File: src/rtl/micro_sequencer_pkg.sv
// micro_sequencer_pkg: condition encodings and PSR bit positions for the ARC micro-sequencer
package micro_sequencer_pkg;
  localparam int COND_NEXT   = 0;
  localparam int COND_JN     = 1;
  localparam int COND_JZ     = 2;
  localparam int COND_JC     = 3;
  localparam int COND_JV     = 4;
  localparam int COND_JIR13  = 5;
  localparam int COND_JUMP   = 6;
  localparam int COND_DECODE = 7;
  localparam int COND_CALL   = 8;
  localparam int COND_RET    = 9;
  localparam int COND_WAIT   = 10;
  localparam int COND_JNZ    = 11;
  localparam int PSR_N = 3;
  localparam int PSR_Z = 2;
  localparam int PSR_V = 1;
  localparam int PSR_C = 0;
endpackage

File: src/rtl/micro_stack.sv
// micro_stack: parametrised LIFO holding micro-return addresses, with full/empty flags
module micro_stack #(
  parameter int WIDTH = 11,
  parameter int DEPTH = 4
) (
  input  logic             clk,
  input  logic             rst,
  input  logic             push,
  input  logic             pop,
  input  logic [WIDTH-1:0] pushData,
  output logic [WIDTH-1:0] topData,
  output logic             full,
  output logic             empty
);
  localparam int PW = $clog2(DEPTH + 1);
  logic [WIDTH-1:0] mem [2**PW];
  logic [PW-1:0] ptr;
  logic [PW-1:0] topIdx;
  assign full = ptr == PW'(DEPTH);
  assign empty = ptr == '0;
  assign topIdx = ptr - 1'b1;
  assign topData = mem[topIdx];
  always_ff @(posedge clk) begin
    if (rst) ptr <= '0;
    else if (push && !full) ptr <= ptr + 1'b1;
    else if (pop && !empty) ptr <= ptr - 1'b1;
  end
  always_ff @(posedge clk)
    if (!rst && push && !full) mem[ptr] <= pushData;
endmodule

File: src/rtl/micro_sequencer.sv
// micro_sequencer: next control-store address select (next/jump/decode/call/ret/wait).
// Define MICRO_SEQUENCER_STACK_EN to build the micro-return stack; otherwise CALL=JUMP, RET=NEXT.
module micro_sequencer
  import micro_sequencer_pkg::*;
#(
  parameter int DATAWIDTH_ADDRESS   = 11,
  parameter int DATAWIDTH_DECODEROP = 8,
  parameter int DATAWIDTH_COND      = 4,
  parameter int STACK_DEPTH         = 4,
  parameter int RESET_ADDRESS       = 0
) (
  input  logic                           MICRO_SEQUENCER_CLOCK_50,
  input  logic                           MICRO_SEQUENCER_ResetInHigh_In,
  input  logic [DATAWIDTH_COND-1:0]      MICRO_SEQUENCER_Condition_InBus,
  input  logic [DATAWIDTH_ADDRESS-1:0]   MICRO_SEQUENCER_JumpAddress_InBus,
  input  logic [DATAWIDTH_DECODEROP-1:0] MICRO_SEQUENCER_DecodeOp_InBus,
  input  logic                           MICRO_SEQUENCER_IR13_In,
  input  logic [3:0]                     MICRO_SEQUENCER_Psr_InBus,
  input  logic                           MICRO_SEQUENCER_ACK_In,
  output logic [DATAWIDTH_ADDRESS-1:0]   MICRO_SEQUENCER_CSAddress_OutBus,
  output logic                           MICRO_SEQUENCER_Stall_Out,
  output logic                           MICRO_SEQUENCER_StackError_Out
);
  localparam logic [DATAWIDTH_ADDRESS-1:0] RST_ADDR = DATAWIDTH_ADDRESS'(RESET_ADDRESS);
  logic [DATAWIDTH_ADDRESS-1:0] csReg, incAddr, decodeAddr, retAddr, nextAddr;
  logic [3:0] psr;
  logic isWait, isCall, isRet, isDecode, jumpTaken, stackErr;
  int cond;
  assign cond = int'(MICRO_SEQUENCER_Condition_InBus);
  assign psr = MICRO_SEQUENCER_Psr_InBus;
  always_comb begin
    incAddr = csReg + 1'b1;
    decodeAddr = (DATAWIDTH_ADDRESS'(1) << (DATAWIDTH_ADDRESS - 1))
               | (DATAWIDTH_ADDRESS'(MICRO_SEQUENCER_DecodeOp_InBus) << 2);
    isWait = cond == COND_WAIT;
    isCall = cond == COND_CALL;
    isRet = cond == COND_RET;
    isDecode = cond == COND_DECODE;
    jumpTaken = (cond == COND_JN && psr[PSR_N]) || (cond == COND_JZ && psr[PSR_Z])
             || (cond == COND_JC && psr[PSR_C]) || (cond == COND_JV && psr[PSR_V])
             || (cond == COND_JIR13 && MICRO_SEQUENCER_IR13_In) || cond == COND_JUMP
             || (cond == COND_JNZ && !psr[PSR_Z]);
    nextAddr = isWait ? (MICRO_SEQUENCER_ACK_In ? incAddr : csReg)
             : (jumpTaken || isCall) ? MICRO_SEQUENCER_JumpAddress_InBus
             : isDecode ? decodeAddr
             : isRet ? retAddr : incAddr;
  end
`ifdef MICRO_SEQUENCER_STACK_EN
  logic [DATAWIDTH_ADDRESS-1:0] topData;
  logic full, empty;
  micro_stack #(.WIDTH(DATAWIDTH_ADDRESS), .DEPTH(STACK_DEPTH)) stack (
    .clk(MICRO_SEQUENCER_CLOCK_50),
    .rst(MICRO_SEQUENCER_ResetInHigh_In),
    .push(isCall),
    .pop(isRet),
    .pushData(incAddr),
    .topData(topData),
    .full(full),
    .empty(empty)
  );
  assign retAddr = empty ? RST_ADDR : topData;
  always_ff @(posedge MICRO_SEQUENCER_CLOCK_50) begin
    if (MICRO_SEQUENCER_ResetInHigh_In) stackErr <= 1'b0;
    else if ((isCall && full) || (isRet && empty)) stackErr <= 1'b1;
  end
`else
  assign retAddr = incAddr;
  assign stackErr = 1'b0;
`endif
  always_ff @(posedge MICRO_SEQUENCER_CLOCK_50) begin
    if (MICRO_SEQUENCER_ResetInHigh_In) csReg <= RST_ADDR;
    else csReg <= nextAddr;
  end
  assign MICRO_SEQUENCER_CSAddress_OutBus = csReg;
  assign MICRO_SEQUENCER_Stall_Out = isWait && !MICRO_SEQUENCER_ACK_In && !MICRO_SEQUENCER_ResetInHigh_In;
  assign MICRO_SEQUENCER_StackError_Out = stackErr;
endmodule

File: config.mk
export PLATFORM = sky130hd
export DESIGN_NAME = micro_sequencer
export DESIGN_NICKNAME = d
export VERILOG_FILES = /design/src/rtl/micro_sequencer_pkg.sv /design/src/rtl/micro_stack.sv /design/src/rtl/micro_sequencer.sv
export SDC_FILE = /design/constraint.sdc
export NUM_CORES = 1
export LEC_CHECK = 0
export ABC_AREA = 1
export CORE_AREA = 2 2 71 46
export DETAILED_ROUTE_END_ITERATION = 7
export DIE_AREA = 0 0 73 48
export PLACE_DENSITY = 0.78
export SLEW_MARGIN = 25
export SYNTH_ARGS = -nofsm -noshare
export SYNTH_HDL_FRONTEND = slang
export SYNTH_SLANG_ARGS = --single-unit
File: constraint.sdc
create_clock -name MICRO_SEQUENCER_CLOCK_50 -period 1.5 [get_ports MICRO_SEQUENCER_CLOCK_50]
set_clock_uncertainty 0.15 [all_clocks]
set_input_delay 0.45 -clock MICRO_SEQUENCER_CLOCK_50 [delete_from_list [all_inputs] [get_ports MICRO_SEQUENCER_CLOCK_50]]
set_output_delay 0.45 -clock MICRO_SEQUENCER_CLOCK_50 [all_outputs]
set_load 0.1 [all_outputs]
# Yosys cells after proc, flatten, opt, wreduce, memory -nomap -nowiden
# Cells that the tools add are included.
[totals]
wordCells = 35
ff_bits = 11
output_inout_bits = 13
in_bits = 31
[op_classes]
eq_ne = 11
add_sub_neg = 1
muxes = 4
n_reduce_logical = 18
[ops]
columns = ["operator", "n"]
rows = [
  ["2-to-1 mux 11 bit", 4],
  ["== test 4 bit (second input constant)", 7],
  ["adder 11 x 1 -> 11 bit (second input constant)", 1],
  ["== test 4 x 3 -> 1 bit (second input constant)", 2],
  ["logical AND 1 bit", 8],
  ["logical OR 1 bit", 7],
  ["== test 4 x 2 -> 1 bit (second input constant)", 1],
  ["logical NOT 1 bit", 3],
  ["!= test 2 bit (second input constant)", 1],
]

# Longest topological paths before layout
[logic_depth]
word_depth = 11
ltp_mapped = 11
mapped_depth_nobuf = 11

# Least setup slack after synthesis
# OpenSTA, ideal clock, no wires.
[synth_timing]
kind = "reg-to-reg"
from = "register csReg[0] (netlist: MICRO_SEQUENCER_CSAddress_OutBus[0])"
to = "register csReg[10] (netlist: MICRO_SEQUENCER_CSAddress_OutBus[10])"
t_required_ns = 1.234
stages_incl_launch_ff = 9
t_arrival_ns = 2.170
path_buffers = 0
slack_ns = -0.936
cell_sequence = "dfxtp_1 -> ha_1 -> nand3_1 -> nor2_1 -> nand3_1 -> o21ai_0 -> nand3b_1 -> nand2_1 -> nand2_1"
[synth_between]
elab_chain_cells = 4
elab_cells_between_ends = 5
cone_classes = "add/sub (1); mux (4)"
[synth_rtl]
columns = ["element", "line_no", "source"]
rows = [
  ["start: declaration", "micro_sequencer.sv:25", "logic [DATAWIDTH_ADDRESS-1:0] csReg, incAddr, decodeAddr, retAddr, nextAddr;"],
  ["start signal: assignment", "micro_sequencer.sv:72", "else csReg <= nextAddr;"],
  ["adder 11 x 1 -> 11 bit (*)", "micro_sequencer.sv:32", "incAddr = csReg + 1'b1;"],
  ["2-to-1 mux 11 bit", "micro_sequencer.sv:45", ": isDecode ? decodeAddr"],
  ["2-to-1 mux 11 bit", "micro_sequencer.sv:44", ": (jumpTaken || isCall) ? MICRO_SEQUENCER_JumpAddress_InBus"],
  ["2-to-1 mux 11 bit (*)", "micro_sequencer.sv:43", "nextAddr = isWait ? (MICRO_SEQUENCER_ACK_In ? incAddr : csReg)"],
]
# Mark *: on every way between the ends. The rest lies on a longest branch, timed or not. The select of a mux whose other input is x is not followed.
# A chain may end at the register's enable or synchronous reset.

# Worst setup path in the final report
[layout_timing]
from = "input MICRO_SEQUENCER_Condition_InBus[0]"
to = "output MICRO_SEQUENCER_Stall_Out"
[layout_between]
elab_chain_cells = 3
[layout_rtl]
columns = ["element", "line_no", "source"]
rows = [
  ["start: declaration", "micro_sequencer.sv:14", "input logic [DATAWIDTH_COND-1:0] MICRO_SEQUENCER_Condition_InBus,"],
  ["== test 4 bit", "micro_sequencer.sv:35", "isWait = cond == COND_WAIT;"],
  ["logical AND 1 bit (2 in series)", "micro_sequencer.sv:75", "assign MICRO_SEQUENCER_Stall_Out = isWait && !MICRO_SEQUENCER_ACK_In && !MICRO_SEQUENCER_ResetInHigh_In;"],
  ["end: declaration", "micro_sequencer.sv:21", "output logic MICRO_SEQUENCER_Stall_Out,"],
]
# No other way between the ends.

==> flow_metrics.py <==
metrics = {
    "outcome": {
        "outcome": "finished, violations left",
        "violations": "negative setup slack",
    },
    "placement": {
        "dp_hpwl_mm": 2.578,
        "post-place-ws_ns": -0.8570,
        "gp_congestion": 0.9161,
        "place.port_buffers": 42,
        "dp.cells": 260,
    },
    "worst_setup_path": {
        "cpPeakStageDelay_ns": 0.19,
        "cp.arrival_ns": 1.25,
        "cp_max_fo": 4,
        "r2r-start": "MICRO_SEQUENCER_CSAddress_OutBus[0]$_SDFFE_PP0P_",
        "start_kind": "input pin",
        "critical_path_required_ns": 0.90,
        "cp_slowest_cell": "buf_12",
        "r2r_cells": 10,
        "path_cells": "buf_12 > nor2_4 > nand3_4 > nor2_4 > inv_4 > nor2_4 > buf_12",
        "r2r_end": "MICRO_SEQUENCER_CSAddress_OutBus[8]$_SDFFE_PP0P_",
        "endpoint_kind": "primary output",
        "crit_end": "MICRO_SEQUENCER_Stall_Out",
        "worst_path_most_repeated_cell": "nor2_4",
        "cp.depth": 7,
        "critPathLaunch": "MICRO_SEQUENCER_Condition_InBus[0]",
        "path_buf_inv": 3,
        "rrSetupSlack_ns": -0.05,
        "crit_family": "simple AND/OR/NAND/NOR gates",
        "path_class": "input pin to primary output",
    },
    "clocking": {
        "clk_pin_slew_ns": 0.06,
        "htree_levels": 1,
        "hold_buffers": 0,
        "root_buffer": "clkbuf_8",
        "clock_latency_ns": 0.24,
        "cts_tree": "yes",
        "cts.sinks": 11,
        "cts_max_path_buffers": 2,
        "cts_made_buffers": 3,
    },
    "synthesis": {
        "synth_cell_types": 27,
        "synth_compound_area_frac": 0.1419,
        "synth_adder_area_share": 0.01302,
        "ys_top_cells_by_area": "dfxtp_1, nand2_1, nand3_1, inv_1, nor2_1",
        "ys_top_cells_by_count": "nand2_1, inv_1, nand3_1",
        "syn-cell-area_um2": 960.9,
        "synthXorXnorAreaFrac": 0.02734,
        "yosysTopAreaCell": "dfxtp_1",
        "synth_seq_cells": 11,
        "synth_edf_count": 0,
        "ys_async_sr_fraction": 0,
        "muxShareOfSynthArea": 0,
        "yosys_warnings": 0,
        "synth-seq-area-share": 0.2292,
        "yosys.area_share.simple": 0.4688,
        "synth.most_common_cell": "nand2_1",
        "synth_top_area_frac": 0.2292,
        "synth_top_family_by_area": "simple AND/OR/NAND/NOR gates",
        "synth_ff_type": "dfxtp_1",
        "avgSynthCellArea_um2": 5.720,
        "syn_nets": 200,
        "synthCells": 168,
    },
    "drt": {
        "wl_per_cell_um": 14.01,
        "vias_per_cell": 4.982,
        "wirelength_mm": 3.853,
        "drcViolationCount": 0,
        "drt_iter0_markers": 56,
        "drt_pass1_iterations": 5,
        "vias": 1370,
        "antenna_left": 0,
    },
    "global_routing": {
        "grt_max_degree": 10,
        "grt_pass1_vias": 1303,
        "grt_pass1_wl_mm": 5.975,
        "antenna_found_initial": 0,
        "grt-ovfl-total": 0,
        "track_usage": 0.2309,
    },
    "timing": {
        "setup_slack_ns": -0.3535,
        "setup_viol_count_final": 12,
        "min_period_ns": 1.854,
        "max_freq_mhz": 539.5,
        "min_period_over_period": 1.236,
        "rsz0062_at_grt": "yes",
        "maxSlewViolCount": 0,
        "hold_viol_final": 0,
    },
    "hold_path": {
        "hold_class": "flop to flop",
    },
    "floorplan": {
        "die_w_um": 73,
        "core_area_um2": 2796,
        "num_rows": 15,
        "io_pins": 44,
        "dieArea_um2": 3504,
        "initial_core_util": 0.3436,
        "dieHeight_um": 48,
    },
    "power": {
        "p_leak_uw": 0.0009513,
        "ir_worst_vdd_mv": 0.3504,
        "power_density_nw_per_um2": 725.8,
    },
    "final_layout": {
        "drive_gt1_frac": 0.4481,
        "area_delta_synth_final_pct": 113.0,
        "finalCoreUtilization": 0.7320,
        "antenna_cells": 0,
        "final_cell_count_no_fill": 275,
        "largest_reg_flops": 11,
        "nNetsFinal": 274,
    },
    "run": {
        "drv_cap": 0,
    },
}
## where the power goes
part | switching, µW | leakage, µW | internal, µW | total, µW
Combinational | 457 | 0.000831 | 335 | 792
Sequential | 56.9 | 0.0000974 | 327 | 384
Clock | 122 | 0.0000228 | 187 | 309
Total | 636 | 0.000951 | 850 | 1490
## layout make-up
class / count / area (µm²)
Clock buffer: 4 / 45.04
Fill cell: 180 / 749.5
Inverter: 24 / 102.6
Multi-Input combinational cell: 131 / 814.5
Sequential cell: 11 / 256.5
Tap cell: 34 / 42.54
Timing Repair Buffer: 71 / 785.8
## stage by stage
| step | cell area, µm² | setup TNS, ns | hold WS (ns) | power (µW) |
|---|---|---|---|---|
| floorplan | 1055 | -1.901 | 0.4352 | 767.4 |
| global placement | 1767 | -9.356 | 0.3251 | 1076 |
| detailed placement | 1767 | -9.507 | 0.3332 | 1086 |
| CTS | 1954 | -0.7109 | 0.3412 | 1443 |
| global route | 2047 | -1.895 | 0.3496 | 1557 |
| finish | 2047 | -1.609 | 0.3442 | 1486 |
## tightest hold or removal path, stage by stage, from the launching register on
cell and delay, ns:
dfxtp_2 0.35, nand2_1 0.07, nand2_1 0.04
## layout by cell type (no fill, tap or decap), drive strengths merged
cell type,n
a21boi,1
a21oi,10
a31oi,1
buf,45
clkbuf,4
clkdlybuf4s50,19
conb,1
dfxtp,11
dlygate4sd2,7
ha,1
inv,24
nand2,61
nand3,19
nand3b,1
nand4,2
nor2,16
nor3,1
o21ai,13
or2,1
xor2,3
## how the worst min path moves through the flow
stage	start	to	slack, ns	depth (start not counted)
after floorplan	MICRO_SEQUENCER_ResetInHigh_In	MICRO_SEQUENCER_CSAddress_OutBus[5]$_SDFFE_PP0P_	0.44	3
after global placement	MICRO_SEQUENCER_CSAddress_OutBus[10]$_SDFFE_PP0P_	MICRO_SEQUENCER_CSAddress_OutBus[10]$_SDFFE_PP0P_	0.33	2
after detailed placement	MICRO_SEQUENCER_CSAddress_OutBus[10]$_SDFFE_PP0P_	MICRO_SEQUENCER_CSAddress_OutBus[10]$_SDFFE_PP0P_	0.33	2
after CTS	MICRO_SEQUENCER_CSAddress_OutBus[10]$_SDFFE_PP0P_	MICRO_SEQUENCER_CSAddress_OutBus[10]$_SDFFE_PP0P_	0.34	2
after global routing	MICRO_SEQUENCER_CSAddress_OutBus[10]$_SDFFE_PP0P_	MICRO_SEQUENCER_CSAddress_OutBus[10]$_SDFFE_PP0P_	0.35	2
final	MICRO_SEQUENCER_CSAddress_OutBus[10]$_SDFFE_PP0P_	MICRO_SEQUENCER_CSAddress_OutBus[10]$_SDFFE_PP0P_	0.34	2
## routing by layer
metal / global-route usage / up-vias / share of wire
met2: 0.4180 / 61 / 0.49
met1: 0.2965 / 626 / 0.43
met5: 0 / - / 0
met3: 0.04842 / 2 / 0.075
met4: 0.03333 / 0 / 0.0021
li1: - / 681 / -
## cell families (layout without fill, tap and decap cells)
kind of cell | after synthesis | in the layout
and+or+nand+nor | 101 | 101
buffers and inverters | 26 | 99
AOI/OAI and AO/OA | 25 | 25
DFF | 11 | 11
xor gates and xnor gates | 3 | 3
adders and majority gates | 1 | 1
other | 1 | 1
## timing repair
action	in CTS	in global routing
gates resized for setup	58	17
pin swaps	24	8
buffers inserted	7	5
setup endpoints to repair	13	14
No activity file was read; power rests on OpenSTA's default activity.
